## src/rtl/pm_sel_pkg.sv

```systemverilog
// pm_sel_pkg: shared definitions for the pm_min_sel compare-select tree.
//   PM_W_MAX  widest path metric the compare helper handles
//   pm_levels number of registered tree levels for N candidates
//   pm_idx_w  width of the winning-index output for N candidates
//   pm_le     "A is at least as good as B" test used by every tree node
package pm_sel_pkg;

  localparam int unsigned PM_W_MAX = 32;

  function automatic int unsigned pm_levels(input int unsigned n);
    return $clog2(n);
  endfunction

  function automatic int unsigned pm_idx_w(input int unsigned n);
    return (n < 2) ? 1 : $clog2(n);
  endfunction

  // a and b are zero-extended metrics of width w.
  // Modulo mode treats the metrics as points on a circle of size 2^w:
  // A <= B when (B - A) mod 2^w has a clear top bit. Only meaningful while
  // the metric spread stays below 2^(w-1), which the ACS normaliser keeps.
  function automatic logic pm_le(input logic [PM_W_MAX-1:0] a,
                                 input logic [PM_W_MAX-1:0] b,
                                 input int unsigned         w,
                                 input logic                mod_cmp);
    logic [PM_W_MAX-1:0] diff;
    logic [PM_W_MAX-1:0] sh;
    diff = b - a;
    sh   = diff >> (w - 1);
    return mod_cmp ? ~sh[0] : (a <= b);
  endfunction

endpackage

```

## src/rtl/cmp_sel_node.sv

```systemverilog
// cmp_sel_node: one registered compare-select node of the tournament tree.
//   clk, rst          clock, asynchronous active-high reset
//   i_valid           candidates below are meaningful this cycle
//   i_pm_a/i_data_a/i_idx_a   left (lower-index) candidate
//   i_pm_b/i_data_b/i_idx_b   right candidate
//   o_valid           registered copy of i_valid
//   o_pm/o_data/o_idx registered winner; o_idx = {took_right, winner idx}
// IW is the incoming index width (0 at the leaf level, where the incoming
// index ports are present but ignored).
module cmp_sel_node
  import pm_sel_pkg::*;
#(
  parameter int unsigned PM_W    = 7,
  parameter int unsigned D_W     = 8,
  parameter int unsigned IW      = 0,
  parameter int unsigned MOD_CMP = 0,
  localparam int unsigned IWP    = (IW == 0) ? 1 : IW
) (
  input  logic            clk,
  input  logic            rst,
  input  logic            i_valid,
  input  logic [PM_W-1:0] i_pm_a,
  input  logic [D_W-1:0]  i_data_a,
  input  logic [IWP-1:0]  i_idx_a,
  input  logic [PM_W-1:0] i_pm_b,
  input  logic [D_W-1:0]  i_data_b,
  input  logic [IWP-1:0]  i_idx_b,
  output logic            o_valid,
  output logic [PM_W-1:0] o_pm,
  output logic [D_W-1:0]  o_data,
  output logic [IW:0]     o_idx
);

  logic            w_a_wins;
  logic [IW:0]     w_idx_nxt;
  logic            r_valid;
  logic [PM_W-1:0] r_pm;
  logic [D_W-1:0]  r_data;
  logic [IW:0]     r_idx;

  // Ties go left, so the lowest path index wins.
  assign w_a_wins = pm_le(PM_W_MAX'(i_pm_a), PM_W_MAX'(i_pm_b), PM_W, (MOD_CMP != 0));

  generate
    if (IW == 0) begin : g_leaf
      assign w_idx_nxt = ~w_a_wins;
    end else begin : g_inner
      assign w_idx_nxt = {~w_a_wins, (w_a_wins ? i_idx_a : i_idx_b)};
    end
  endgenerate

  always_ff @(posedge clk or posedge rst) begin
    if (rst) begin
      r_valid <= 1'b0;
      r_pm    <= '0;
      r_data  <= '0;
      r_idx   <= '0;
    end else begin
      r_valid <= i_valid;
      if (i_valid) begin
        r_pm   <= w_a_wins ? i_pm_a   : i_pm_b;
        r_data <= w_a_wins ? i_data_a : i_data_b;
        r_idx  <= w_idx_nxt;
      end
    end
  end

  assign o_valid = r_valid;
  assign o_pm    = r_pm;
  assign o_data  = r_data;
  assign o_idx   = r_idx;

endmodule

```

## src/rtl/pm_min_sel.sv

```systemverilog
// pm_min_sel: pipelined N-way minimum path-metric selector.
//   clk, rst   clock, asynchronous active-high reset
//   in_valid   beat qualifier for pm_in / data_in
//   pm_in      N metrics, path i at [i*PM_W +: PM_W]
//   data_in    N data words, path i at [i*D_W +: D_W]
//   out_valid  one-cycle pulse per completed beat, log2(N) cycles after input
//   data_out   data word of the winning path
//   idx_out    winning path index (lowest index on ties)
//   pm_min     winning metric
// Outputs hold the last result while out_valid is low.
module pm_min_sel
  import pm_sel_pkg::*;
#(
  parameter int unsigned N       = 4,
  parameter int unsigned PM_W    = 7,
  parameter int unsigned D_W     = 8,
  parameter int unsigned MOD_CMP = 0,
  localparam int unsigned L      = pm_levels(N),
  localparam int unsigned IDX_W  = pm_idx_w(N)
) (
  input  logic              clk,
  input  logic              rst,
  input  logic              in_valid,
  input  logic [N*PM_W-1:0] pm_in,
  input  logic [N*D_W-1:0]  data_in,
  output logic              out_valid,
  output logic [D_W-1:0]    data_out,
  output logic [IDX_W-1:0]  idx_out,
  output logic [PM_W-1:0]   pm_min
);

  // Level k holds N>>k live candidates; unused slots are tied to zero.
  logic             w_valid [0:L];
  logic [PM_W-1:0]  w_pm    [0:L][0:N-1];
  logic [D_W-1:0]   w_data  [0:L][0:N-1];
  logic [IDX_W-1:0] w_idx   [0:L][0:N-1];

  assign w_valid[0] = in_valid;

  generate
    for (genvar i = 0; i < N; i++) begin : g_in
      assign w_pm[0][i]   = pm_in[i*PM_W +: PM_W];
      assign w_data[0][i] = data_in[i*D_W +: D_W];
      assign w_idx[0][i]  = '0;
    end

    for (genvar k = 0; k < L; k++) begin : g_lvl
      localparam int unsigned NODES = N >> (k + 1);
      localparam int unsigned IWP   = (k == 0) ? 1 : k;
      for (genvar j = 0; j < N; j++) begin : g_node
        if (j < NODES) begin : g_cs
          logic       w_v_o;
          logic [k:0] w_idx_o;

          cmp_sel_node #(
            .PM_W    (PM_W),
            .D_W     (D_W),
            .IW      (k),
            .MOD_CMP (MOD_CMP)
          ) u_node (
            .clk      (clk),
            .rst      (rst),
            .i_valid  (w_valid[k]),
            .i_pm_a   (w_pm[k][2*j]),
            .i_data_a (w_data[k][2*j]),
            .i_idx_a  (w_idx[k][2*j][IWP-1:0]),
            .i_pm_b   (w_pm[k][2*j+1]),
            .i_data_b (w_data[k][2*j+1]),
            .i_idx_b  (w_idx[k][2*j+1][IWP-1:0]),
            .o_valid  (w_v_o),
            .o_pm     (w_pm[k+1][j]),
            .o_data   (w_data[k+1][j]),
            .o_idx    (w_idx_o)
          );

          assign w_idx[k+1][j] = IDX_W'(w_idx_o);

          // Every node of a level carries the same valid; node 0's copy feeds on.
          if (j == 0) begin : g_v
            assign w_valid[k+1] = w_v_o;
          end
        end else begin : g_pad
          assign w_pm[k+1][j]   = '0;
          assign w_data[k+1][j] = '0;
          assign w_idx[k+1][j]  = '0;
        end
      end
    end
  endgenerate

  assign out_valid = w_valid[L];
  assign data_out  = w_data[L][0];
  assign idx_out   = w_idx[L][0];
  assign pm_min    = w_pm[L][0];

endmodule

```

## config.mk

```make
export PLATFORM = sky130hd
export DESIGN_NAME = pm_min_sel
export DESIGN_NICKNAME = d
export VERILOG_FILES = /design/src/rtl/pm_sel_pkg.sv /design/src/rtl/cmp_sel_node.sv /design/src/rtl/pm_min_sel.sv
export SDC_FILE = /design/constraint.sdc
export NUM_CORES = 1
export LEC_CHECK = 0
export BUFFER_PORTS_ARGS = -buffer_cell sky130_fd_sc_hd__buf_4
export CAP_MARGIN = 20
export CORE_ASPECT_RATIO = 0.9
export CORE_MARGIN = 4
export CORE_UTILIZATION = 50
export DETAILED_ROUTE_END_ITERATION = 8
export PLACE_DENSITY = 0.88
export SLEW_MARGIN = 20
export SYNTH_ARGS = -nofsm -noshare
export SYNTH_HDL_FRONTEND = slang
export SYNTH_SLANG_ARGS = --single-unit
```

## constraint.sdc

```tcl
create_clock -name clk -period 1.8 [get_ports clk]
set_input_delay 0.09 -clock clk [delete_from_list [all_inputs] [get_ports clk]]
set_output_delay 0.09 -clock clk [all_outputs]
set_load 0.03 [all_outputs]
```

Yosys cells after proc, flatten, opt, wreduce, memory -nomap -nowiden
Cells that the tools add are included.

Muxes and demuxes: 7. $lt $le $gt $ge: 3. Bitwise operators: 3.

Operators with widths (count): $mux 8 (3); $le 7x7->1 (3); $mux 7 (3); $not 1->1 (3); $mux 1 (1).

Output and inout port bits: 18. Word-level logic and storage cells: 24. Register bits after elaboration: 51.

Depth between registers and ports, before layout
Depth in word-level cells: 2. Gate-level depth with buffers: 8. Depth with buffers taken out: 6.

Hierarchy
Synthesis repeated with hierarchy kept, for this count alone.

Cell total of the unflattened synthesis: 411. Area, all modules: 3733.6 sq um.

Modules (own cells, without submodules): cmp_sel_node (g_lvl[0].g_node[0].g_cs.u_node ...) (cells an instance 134, sequential area each 425.4 sq um, times used 2, area each 1224.9 sq um); cmp_sel_node (g_lvl[1].g_node[0].g_cs.u_node) (cells an instance 142, sequential area each 450.4 sq um, times used 1, area each 1280.0 sq um); pm_min_sel (cells an instance 1, sequential area each 0.0 sq um, times used 1, area each 3.8 sq um).

Worst setup path before layout
Ideal clock, no wire load.

Path type: register to register. Start: register g_lvl[0].g_node[0].g_cs.u_node.r_pm[5]. End: register g_lvl[1].g_node[0].g_cs.u_node.r_data[0]. Data required time: 1.669 ns. Arrival time: 1.603 ns. Stages on the path, launching flop included: 8. Buffers on the path: 2. Path slack: 0.065 ns. Setup time: 0.131 ns. Period minus slack after synthesis: 1.735 ns. Cell sequence: dfrtp_1 > ha_1 > and4_1 > and4_1 > buf_2 > buf_6 > a31oi_1 > nand3_1.

Cells in the longest elaborated chain, start to end: 2.

RTL lines: start: declaration (line cmp_sel_node.sv:37) `logic [PM_W-1:0] r_pm;`; start signal: assignment (line cmp_sel_node.sv:61) `r_pm <= w_a_wins ? i_pm_a : i_pm_b;`; $le 7x7->1 (line pm_sel_pkg.sv:30) `return mod_cmp ? ~sh[0] : (a <= b);`; $mux 8 (line cmp_sel_node.sv:62) `r_data <= w_a_wins ? i_data_a : i_data_b;`; end signal: assignment (line cmp_sel_node.sv:62); end: declaration (line cmp_sel_node.sv:38) `logic [D_W-1:0] r_data;`.

Every way passes these cells. A chain may end at the register's enable or synchronous reset.

Worst setup path after layout
Start: register g_lvl[0].g_node[1].g_cs.u_node.r_pm[2]. End: register g_lvl[1].g_node[0].g_cs.u_node.r_pm[2].

Cells in the longest elaborated chain, start to end: 2.

RTL lines (line): start: declaration (cmp_sel_node.sv:37); start signal: assignment (cmp_sel_node.sv:61); $le 7x7->1 (pm_sel_pkg.sv:30); $mux 7 * (cmp_sel_node.sv:61); end signal: assignment (cmp_sel_node.sv:61); end: declaration (cmp_sel_node.sv:37).

Mark *: on every way between the ends. The rest lies on a longest branch, timed or not.

==> summary.txt <==
Hold path
  • Worst min path class: in -> reg

Die
  • Die area: 0.00866 mm²
  • Die H: 88.7 µm
  • Initial Util: 51.4%
  • Row count: 29
  • Core Footprint: 0.00704 mm²
  • Ports: 81
  • Die Wd: 97.6 µm

Worst setup path
  • Buf/Inv on CP: 2
  • Crit-path max FO: 12
  • Critical path required time: 1980 ps
  • Crit path capture: g_lvl[1].g_node[0].g_cs.u_node.o_pm[2]
  • Kind of critical path: reg -> reg
  • Worst path cell trace: inv_2, ha_4, and3b_1, o21a_1, buf_12, o2111ai_1, nand3_1
  • Arrival @ worst endpoint: 2020 ps
  • CP Launch Type: flip-flop
  • CP Capture Type: flip-flop
  • Worst path slowest cell: dfrtp_1
  • Crit path max-delay family: compound AO/OA/AOI/OAI gates
  • RR Startpoint: g_lvl[0].g_node[1].g_cs.u_node.o_pm[2]
  • Reg2reg setup slack: -40 ps
  • Critical Path Source: g_lvl[0].g_node[1].g_cs.u_node.o_pm[2]
  • Crit-path max cell delay: 400 ps
  • Reg2reg end: g_lvl[1].g_node[0].g_cs.u_node.o_pm[2]
  • Worst path depth: 7
  • Reg2Reg Depth: 7

Drt
  • Drt wl/cell: 19.1 µm
  • Initial drt markers: 284
  • DR vias: 3,849
  • First-pass iteration count of the detailed router: 5
  • DRC viols: 0
  • Routed WL: 11,200 µm
  • DR vias/cell: 6.58
  • Routed Antenna Nets: 0

Timing
  • Final setup vio count: 1
  • Final setup TNS: -38.1 ps
  • Max Slew Vio Count: 0
  • Final hold violation count: 0
  • Tcrit/Tclk final: 102%
  • Slack of the critical path: -38.1 ps
  • Measured slew at the worst slew-check pin: 1030 ps
  • Final min period: 1840 ps
  • Worst clock skew: 7.70 ps
  • Slew HR: 30.8%
  • FMAX: 544 MHz
  • RSZ-0062 raised after global routing: yes

Logic synthesis
  • Yosys top cell area share: 35.3%
  • Syn_nets: 493
  • Post-synthesis sequential element count: 51
  • Mean Syn Cell Area: 8.84 µm²
  • Post-Syn Instances: 409
  • Sequential share of the synthesized area: 35.3%
  • Netlist cell types: 24
  • Cell area after synthesis: 0.00362 mm²
  • Synth Warn #: 0
  • Cell taking the most area after synthesis: dfrtp_1
  • Synth area leaders: dfrtp_1, o2111ai_1, ha_1

Global route
  • Global-route wire length before repair: 17,700 µm
  • GR Overflow Total: 0
  • GR Util All Layers: 25.2%
  • Vias in the first global route: 3,729
  • Largest net degree at the start of global routing: 56
  • Antenna violations before repair: 0

Clocking
  • H-tree levels: 2
  • Clock Latency Late Sink: 310 ps
  • CTS Buf Count: 5
  • Clock Path Buffers: 2
  • Clock sink total: 51
  • CTS root buf: clkbuf_8
  • Clock-pin slew on the worst setup and hold paths: 100 ps
  • CTS tree: built

Power
  • Pwr dens: 920 mW/mm²
  • Worst vdd ir: 0.427 mV
  • Overall Power: 4.30 mW
  • Static Leak: 2.10 nW

Flow run
  • Max-cap violations: 0

Run status
  • Status: finished with violations
  • Failing checks: setup timing

Cells and area
  • Antenna cells: 0
  • Final Cell Area: 0.00467 mm²
  • Share of layout cells above drive strength 1: 29.9%
  • Final #Nets: 576
  • Area Growth Syn to Fin: 29.1%
  • # fillers: 547
  • Non-Filler Instances: 585

Place
  • Place WS: -33.5 ps
  • Placed Cells: 574
  • IO Port Bufs: 80
  • RD Place Congestion: 0.915
  • Post-DP HPWL: 8010 µm
  • DP Area: 0.00443 mm²
==> cell usage in the layout (no fill, tap or decap) <==
| cell | n |
|---|---|
| o21ai_1 | 4 |
| a21oi_1 | 9 |
| nand3_1 | 46 |
| o2111ai_2 | 6 |
| clkbuf_8 | 5 |
| buf_6 | 1 |
| o21ai_2 | 2 |
| clkinvlp_4 | 1 |
| o21a_1 | 6 |
| and4_1 | 4 |
| nand2_1 | 10 |
| inv_1 | 19 |
| buf_4 | 114 |
| o22a_1 | 7 |
| dlygate4sd3_1 | 1 |
| buf_12 | 3 |
| and3b_1 | 3 |
| o2111ai_1 | 40 |
| ha_1 | 18 |
| ha_4 | 3 |
| or3_1 | 7 |
| and4_4 | 2 |
| nand4_1 | 42 |
| bufinv_16 | 1 |
| a21o_1 | 3 |
| nor2b_1 | 39 |
| dfrtp_1 | 51 |
| inv_2 | 3 |
| a31oi_2 | 3 |
| mux2_2 | 3 |
| a31oi_1 | 36 |
==> registers in the layout, summed over array words and instances (netlist names) <==
| name | count |
|---|---|
| g_lvl.g_node.g_cs.u_node.o_data | 24 |
| g_lvl.g_node.g_cs.u_node.o_pm | 21 |
| g_lvl.g_node.g_cs.u_node.o_valid | 2 |
| g_lvl.g_node.g_cs.u_node.o_idx | 4 |
==> worst min-delay path by stage <==
stage	start	endpoint	slack, ps	cells after the start
6_report	data_in[1]	g_lvl[0].g_node[0].g_cs.u_node.o_data[1]	30	3
5_1_grt	data_in[17]	g_lvl[0].g_node[1].g_cs.u_node.o_data[1]	50	3
4_1_cts	data_in[17]	g_lvl[0].g_node[1].g_cs.u_node.o_data[1]	30	3
3_5_place_dp	rst	g_lvl[1].g_node[0].g_cs.u_node.o_valid	150	2
3_3_place_gp	rst	g_lvl[1].g_node[0].g_cs.u_node.o_valid	150	2
2_1_floorplan	in_valid	g_lvl[0].g_node[0].g_cs.u_node.o_valid	120	0
==> layer usage <==
| metal | wire length [µm] | track usage, % | vias up |
|---|---|---|---|
| met2 | 5560 | 42.9 | 181 |
| li1 | - | - | 1772 |
| met4 | 261 | 8.93 | 0 |
| met3 | 773 | 4.96 | 24 |
| met5 | 0 | 0 | - |
| met1 | 4570 | 32.4 | 1872 |
==> tightest hold or removal path: cells and delay by family <==
kind | cells | cell delay (ps)
and+or+nand+nor | 1 | 70
buffers and inverters | 1 | 80
AOI/OAI and AO/OA | 1 | 70
==> what timing repair did <==
| item | 4_1_cts | 5_1_grt |
|---|---|---|
| setup buffers | 2 | 1 |
| endpoints found under the hold margin | 22 | 0 |
| gates resized for setup | 6 | 12 |
| setup endpoints to repair | 7 | 17 |
| pin swaps | 0 | 1 |
| hold buffers | 1 | 0 |
==> metrics by stage <==
step | util (%) | hold slack [ps]
final | 66.3 | 31.3
after global routing | 66.3 | 47.7
after CTS | 65.2 | 33.8
after detailed placement | 62.9 | 155
after global placement | 62.9 | 146
after floorplan | - | 121
==> cell usage after synthesis, drive strengths merged <==
master,n
a31oi,39
nand3,46
nand4,42
buf,27
inv,22
or3,7
mux2,3
nand2,10
o2111ai,46
o21a,6
nor2b,39
clkbuf,16
a21oi,9
o22a,7
and3b,3
a21o,3
dfrtp,51
and4,6
ha,21
o21ai,6
==> cells by family after synthesis <==
group	Yosys count	share of synthesized area, %
compound gates	116	23.7
fa+ha+maj	21	7.27
buf+inv	65	7.96
flops	51	35.3
mux	3	0.934
simple gates	153	24.8
==> power by group <==
group	total (mW)	internal (mW)	switching, mW
sequential	1.60	1.40	0.197
combinational	1.90	0.821	1.08
clock	0.791	0.407	0.385
total	4.30	2.63	1.67
==> layout make-up <==
| cell class | count | area, µm² | share of cell area, % |
|---|---|---|---|
| clock inverter | 2 | 37.5 | 0.804 |
| sequential | 51 | 1280 | 27.3 |
| tap | 93 | 116 | 2.49 |
| timing repair buffer | 119 | 937 | 20.1 |
| inverter | 22 | 82.6 | 1.77 |
| clock buffer | 5 | 68.8 | 1.47 |
| multi-input combinational | 293 | 2150 | 46.1 |
No activity file was read; power rests on OpenSTA's default activity.
